[src/rtl/mult_hilo_ctrl.sv]
// HI/LO register file and handshake controller in front of a two-cycle signed multiplier.
// Latency: MULT/MULTU accepted in T updates HI/LO at the end of T+2; MTHI/MTLO write at the accepting edge.
// Backpressure: stall holds the EX stage while a product is in flight and the instruction touches HI/LO.
module mult_hilo_ctrl (
  input  logic        clk,
  input  logic        rst_n,
  input  logic        ex_valid,
  input  logic [2:0]  ex_op,
  input  logic [31:0] rs_data,
  input  logic [31:0] rt_data,
  output logic [31:0] hilo_rdata,
  output logic        stall,
  output logic        mul_in_valid,
  output logic [31:0] mul_mcand,
  output logic [31:0] mul_mplier,
  input  logic [63:0] mul_product,
  input  logic        mul_out_valid
);

  localparam logic [2:0] OP_MULT  = 3'd1;
  localparam logic [2:0] OP_MULTU = 3'd2;
  localparam logic [2:0] OP_MFHI  = 3'd3;
  localparam logic [2:0] OP_MFLO  = 3'd4;
  localparam logic [2:0] OP_MTHI  = 3'd5;
  localparam logic [2:0] OP_MTLO  = 3'd6;

  localparam logic [0:0] ST_IDLE = 1'b0;
  localparam logic [0:0] ST_BUSY = 1'b1;

  logic [0:0]  state_q, state_d;
  logic [31:0] hi_q, hi_d;
  logic [31:0] lo_q, lo_d;
  logic [31:0] opa_q, opa_d;
  logic [31:0] opb_q, opb_d;
  logic        uns_q, uns_d;

  logic        op_is_mul;
  logic        op_uses_hilo;
  logic        accept;
  logic [31:0] hi_corr;

  // Instruction class decode: ops 0 and 7 are NOPs and never interact with HI/LO.
  always_comb begin
    op_is_mul    = (ex_op == OP_MULT) || (ex_op == OP_MULTU);
    op_uses_hilo = (ex_op != 3'd0) && (ex_op != 3'd7);
  end

  // Handshake outputs; reset qualifies acceptance so nothing leaks out while rst_n is low.
  always_comb begin
    stall        = (state_q == ST_BUSY) && ex_valid && op_uses_hilo;
    accept       = rst_n && ex_valid && !stall;
    mul_in_valid = rst_n && (state_q == ST_IDLE) && ex_valid && op_is_mul;
    mul_mcand    = rs_data;
    mul_mplier   = rt_data;
  end

  // MFHI/MFLO read port; zero for anything not accepted, including stalled reads.
  always_comb begin
    hilo_rdata = 32'd0;
    if (accept && (ex_op == OP_MFHI)) begin
      hilo_rdata = hi_q;
    end else if (accept && (ex_op == OP_MFLO)) begin
      hilo_rdata = lo_q;
    end
  end

  // The multiplier is always signed; an unsigned upper word is recovered by adding
  // back each operand wherever the other operand's sign bit was misread as negative.
  always_comb begin
    hi_corr = mul_product[63:32];
    if (uns_q) begin
      hi_corr = mul_product[63:32]
              + (opa_q[31] ? opb_q : 32'd0)
              + (opb_q[31] ? opa_q : 32'd0);
    end
  end

  // Next-state: launch in IDLE, retire on product valid in BUSY, MT* writes when accepted.
  always_comb begin
    state_d = state_q;
    hi_d    = hi_q;
    lo_d    = lo_q;
    opa_d   = opa_q;
    opb_d   = opb_q;
    uns_d   = uns_q;

    if (state_q == ST_IDLE) begin
      // A stray product valid while idle belongs to nothing and is dropped.
      if (mul_in_valid) begin
        opa_d   = rs_data;
        opb_d   = rt_data;
        uns_d   = (ex_op == OP_MULTU);
        state_d = ST_BUSY;
      end
    end else begin
      // No timeout: only the product valid brings the controller back.
      if (mul_out_valid) begin
        lo_d    = mul_product[31:0];
        hi_d    = hi_corr;
        state_d = ST_IDLE;
      end
    end

    // MT* can only be accepted while idle, so it never collides with the result write.
    if (accept && (ex_op == OP_MTHI)) begin
      hi_d = rs_data;
    end
    if (accept && (ex_op == OP_MTLO)) begin
      lo_d = rs_data;
    end
  end

  // State registers; reset also discards any product still in flight.
  always_ff @(posedge clk or negedge rst_n) begin
    if (!rst_n) begin
      state_q <= ST_IDLE;
      hi_q    <= 32'd0;
      lo_q    <= 32'd0;
      opa_q   <= 32'd0;
      opb_q   <= 32'd0;
      uns_q   <= 1'b0;
    end else begin
      state_q <= state_d;
      hi_q    <= hi_d;
      lo_q    <= lo_d;
      opa_q   <= opa_d;
      opb_q   <= opb_d;
      uns_q   <= uns_d;
    end
  end

endmodule

[config.mk]
export PLATFORM = sky130hd
export DESIGN_NAME = mult_hilo_ctrl
export DESIGN_NICKNAME = d
export VERILOG_FILES = /design/src/rtl/mult_hilo_ctrl.sv
export SDC_FILE = /design/constraint.sdc
export NUM_CORES = 1
export LEC_CHECK = 0
export BUFFER_PORTS_ARGS = -buffer_cell sky130_fd_sc_hd__buf_2
export CORE_MARGIN = 5
export CORE_UTILIZATION = 55
export DETAILED_ROUTE_END_ITERATION = 10
export GPL_TIMING_DRIVEN = 0
export PLACE_DENSITY = 0.84
export RECOVER_POWER = 25
export SYNTH_ARGS = -nofsm -noshare
export SYNTH_HDL_FRONTEND = slang
export SYNTH_SLANG_ARGS = --single-unit
[constraint.sdc]
create_clock -name clk -period 5 [get_ports clk]
set_input_delay 1 -clock clk [delete_from_list [all_inputs] [get_ports clk]]
set_output_delay 1 -clock clk [all_outputs]
set_load 0.01 [all_outputs]
* Word level (Yosys, flattened, before mapping)
Cells that the tools add are included.
** Storage, ports and cells
- Bits in registers :: 130
- Bits of input ports :: 135
- Output and inout port bits :: 98
** Cells by class
- $add $sub $neg :: 2
- Equality and inequality tests :: 7
- Muxes and demuxes :: 14
- Bitwise logic cells :: 1
- Reductions and logical operators :: 22
** Operators by type and width (count)
- two-way mux 32 bit :: 11
- adder 32 bit :: 2
- logical AND 1 bit :: 12
- equality test 3 bit, second input constant :: 3
- nonzero test 2 bit :: 4
- equality test 3 x 2 -> 1 bit, second input constant :: 2
- AND reduction 2 bit :: 3
- equality test 3 x 1 -> 1 bit, second input constant :: 1
- two-way mux 1 bit :: 3
- != test 3 bit, second input constant :: 1
- nonzero test 3 bit :: 1
- zero test 1 bit :: 1
- logical OR 1 bit :: 1
- NOT 1 bit :: 1

* Logic depth before layout (Yosys ltp)
- Depth after elaboration :: 8
- Depth in mapped cells :: 15
- Depth with buffers taken out :: 14

* Worst setup path after synthesis
No wires, ideal clock.
- Path kind :: in2reg
- Start :: in mul_product[33]
- End :: reg hi_q[31]
- Arrival time :: 3425 ps
- Slack :: 1447 ps
- Stages :: 12
- Cell sequence :: fa_1 -> ha_1 -> inv_1 -> fa_1 -> nand2b_1 -> a21o_1 -> a31oi_1 -> o211a_1 -> o2111a_1 -> nor4_1 -> nor3_1 -> nand3_1
** Between the ends
- Cells in the longest elaborated chain, start to end :: 6
** Ends and longest elaborated chain
- from (decl) :: line 16 : input logic [63:0] mul_product,
- adder 32 bit :: line 73 : + (opa_q[31] ? opb_q : 32'd0)
- adder 32 bit :: line 74 : + (opb_q[31] ? opa_q : 32'd0);
- two-way mux 32 bit :: line 71 : if (uns_q) begin
- two-way mux 32 bit :: line 97 : if (mul_out_valid) begin
- two-way mux 32 bit :: line 87 : if (state_q == ST_IDLE) begin
- two-way mux 32 bit :: line 105 : if (accept && (ex_op == OP_MTHI)) begin
- to (signal assigned) :: line 124 : hi_q <= hi_d;
- to (decl) :: line 31 : logic [31:0] hi_q, hi_d;
Every way passes these cells. The select of a mux whose other input is x is not followed.
A chain may end at the register's enable or synchronous reset.

* Worst setup path after layout
- Start :: in rst_n
- End :: out hilo_rdata[25]
** Between the ends
- Cells in the longest elaborated chain, start to end :: 5
- Elaborated cells between the ends (all ways) :: 6
- Those cells by class :: 2 x mux; 4 x reduce/logical
** Ends and longest elaborated chain
- from (decl) :: line 6 : input logic rst_n,
- logical AND 1 bit (*) (2 in a row) :: line 51 : accept = rst_n && ex_valid && !stall;
- logical AND 1 bit :: line 62 : end else if (accept && (ex_op == OP_MFLO)) begin
- two-way mux 32 bit :: line 62
- two-way mux 32 bit (*) :: line 60 : if (accept && (ex_op == OP_MFHI)) begin
- to (decl) :: line 11 : output logic [31:0] hilo_rdata,
Mark *: on every way between the ends. The rest lies on a longest branch, timed or not.

==> impl_metrics.json <==
{
  "wl_per_cell_um": 19.0,
  "dieArea_um2": 18700,
  "ant_nets": 0,
  "gp_congestion": 0.963,
  "wl_um": 28100,
  "cp_max_fo": 84,
  "firstDrtPassIters": 11,
  "synth_flop_cell": "dfrtp_1",
  "path_clk_slew_ns": 0.06,
  "rsz0062_at_grt": "no",
  "ys_types": 62,
  "drive_gt1_share_pct": 28.0,
  "grt_usage_pct": 30.5,
  "synth_area_per_cell_um2": 8.82,
  "fin_skew_ns": 0.00661,
  "seq_area_frac_synth_pct": 36.8,
  "ys_ff_latch": 130,
  "mostFrequentLayoutCells": "nand2_1 (283), buf_2 (234), dfrtp_1 (130)",
  "grt_pass1_wl_um": 43700,
  "areaGrowthSynthToFinish_pct": 23.7,
  "fin_tns_setup_ns": 0,
  "synth_area_um2": 8840,
  "cts_buffers": 17,
  "overflow": 0,
  "cts_buffer_depth": 2,
  "max_freq_mhz": 215,
  "maxSlewViolCount": 0,
  "async_flop_share_pct": 100,
  "synth_nets": 1200,
  "p_int_uw": 2930,
  "worstPathArrival_ns": 3.65,
  "grt_max_degree": 85,
  "synth_edf_count": 0,
  "status": "finished, violations left",
  "row_count": 46,
  "cp-start-kind": "primary input",
  "hold_viol_final": 0,
  "cts_resized": 0,
  "cap_violations": 0,
  "finalSetupViolCount": 0,
  "die_w_um": 137,
  "pwr-share-seq_pct": 33.5,
  "vias_per_cell": 5.69,
  "layout_min_cycle_time_ns": 4.65,
  "met3_length_um": 2810,
  "vdd_drop_max_mv": 0.275,
  "syn_inst": 1003,
  "vias": 8445,
  "critPathKind": "primary input to output pin",
  "cts_root_buffer": "clkbuf_16",
  "fill_cells": 1273,
  "clkLatencyLatePin_ns": 0.43,
  "slew_headroom_pct": 29.8,
  "comb_power_share_pct": 36.8,
  "dp_hpwl_um": 21200,
  "fp.dieH_um": 137,
  "swShare_pct": 35.9,
  "worstSetupEndpointType": "output pin",
  "h-tree-depth": 4,
  "p_sw_uw": 1640,
  "fin_hold_ws_ns": 0.467,
  "tightest_slew_ns": 1.05,
  "grt_pass1_vias": 8352,
  "numClockSinks": 130,
  "wl_met1_um": 11000,
  "cts_hold_buffers": 0,
  "grt_antenna_before_repair": 1,
  "initial_utilization_pct": 55.9,
  "top_layer": "met4",
  "cellLeakagePower_uw": 0.00569,
  "failed_checks": "design-rule violations",
  "postCtsSetupBuffers": 0,
  "port_buffers": 230,
  "power_density_nw_per_um2": 418,
  "yosysWarnings": 0,
  "drcViolationCount": 1,
  "wl_met2_um": 13400,
  "tritoncts": "yes",
  "fin_crit_sh_pct": 92.9,
  "io_pins": 233,
  "final_common_cell": "nand2_1",
  "nets": 1450,
  "coreArea_um2": 15800,
  "power_frac_clock_pct": 29.6,
  "cp.required_ns": 4.00,
  "hold_path_class": "flop to flop",
  "drt_iter0_drc": 787
}
power by group through the flow:
stage	logic (uW)	clock network (uW)	registers (uW)
2_1_floorplan	1220	0	1480
3_3_place_gp	1600	0	1530
3_5_place_dp	1650	0	1540
4_1_cts	1670	1360	1530
5_1_grt	1880	1420	1560
6_report	1690	1360	1540
logic make-up (layout without fill, tap and decap cells):
kind of cell / Yosys count / after routing / synth area share [%]
other: 0 / 1 / 0
buffers and inverters: 142 / 405 / 8.96
DFF: 130 / 130 / 36.8
muxes: 13 / 13 / 1.53
and+or+nand+nor: 411 / 411 / 20.6
xor gates and xnor gates: 23 / 23 / 2.28
adders and majority gates: 62 / 62 / 11.5
AOI/OAI and AO/OA: 222 / 222 / 18.3
path summary, 6_finish.rpt:
| kind | slack (ns) | to | startpoint | cells past startpoint |
|---|---|---|---|---|
| max | 0.35 | hilo_rdata[25] | rst_n | 9 |
| min | 0.47 | opa_q[12] | opa_q[12] | 2 |
| max reg2reg | 0.81 | hi_q[31] | opa_q[31] | 15 |
| min reg2reg | 0.47 | opa_q[12] | opa_q[12] | 2 |
| max in group asynchronous | 3.71 | opa_q[26] | rst_n | 2 |
| min in group asynchronous | 0.50 | opb_q[8] | rst_n | 1 |
flip-flops by register name (all words and copies together), names as in the netlist:
| register | cells |
|---|---|
| state_q | 1 |
| opb_q | 32 |
| lo_q | 32 |
| opa_q | 32 |
| uns_q | 1 |
| hi_q | 32 |
through the flow:
stage          area, um2  utilization [%]  total power [uW]  setup WS [ns]  std cells
2_1_floorplan       8840                -              2690           1.45       1003
3_3_place_gp       10300             64.8              3130          -1.47       1449
3_5_place_dp       10300             65.1              3190          0.214       1450
4_1_cts            10900             69.1              4560          0.191       1482
5_1_grt            10900             69.1              4860         0.0881       1483
6_report           10900             69.1              4580          0.353       1483
per-layer routing:
metal | track usage [%] | up-vias
li1 | - | 3900
met1 | 41.0 | 4007
met2 | 48.7 | 467
met3 | 6.47 | 71
met4 | 11.5 | 0
met5 | 0 | -
synth_stat cells (5+ instances only):
| master | instances | share of area [%] |
|---|---|---|
| nand2_1 | 283 | 12 |
| dfrtp_1 | 130 | 37 |
| buf_4 | 65 | 5.5 |
| and2_1 | 60 | 4.2 |
| clkbuf_1 | 43 | 1.8 |
| a22oi_1 | 42 | 3.6 |
| o21ai_0 | 36 | 2.0 |
| a22o_1 | 34 | 3.4 |
| a21oi_1 | 32 | 1.8 |
| fa_1 | 32 | 7.2 |
| ha_1 | 30 | 4.2 |
| nor2_1 | 24 | 1.0 |
| inv_1 | 21 | 0.89 |
| a222oi_1 | 14 | 1.6 |
| xor2_1 | 13 | 1.3 |
| mux2i_1 | 12 | 1.4 |
| xnor2_1 | 10 | 0.99 |
| nor3_1 | 8 | 0.45 |
| a21o_1 | 7 | 0.59 |
| a31oi_1 | 6 | 0.42 |
| buf_1 | 6 | 0.25 |
| nand3_1 | 6 | 0.34 |
| o21ai_1 | 6 | 0.34 |
| a221o_1 | 5 | 0.57 |
| buf_2 | 5 | 0.28 |
| nand4_1 | 5 | 0.35 |
| o211ai_1 | 5 | 0.42 |
| o31a_1 | 5 | 0.50 |
cell type report:
| type | instances | area (um2) | area share, % |
|---|---|---|---|
| timing repair buffer | 231 | 1180 | 10.8 |
| clock inverter | 13 | 181 | 1.66 |
| sequential | 130 | 3250 | 29.7 |
| buffer | 121 | 714 | 6.53 |
| antenna | 1 | 2.50 | 0.0229 |
| inverter | 21 | 78.8 | 0.720 |
| multi-input combinational | 731 | 4800 | 43.9 |
| clock buffer | 19 | 453 | 4.14 |
| tap | 216 | 270 | 2.47 |
worst max-delay path: stages:
cell and delay (ns):
buf_6 0.36, buf_16 0.39, nand2_1 0.12, nor3_1 0.31, and3_1 0.20, clkbuf_1 0.32
clkbuf_1 0.46, a22o_1 0.26, buf_2 0.14
Power figures use the tool's default switching activity.
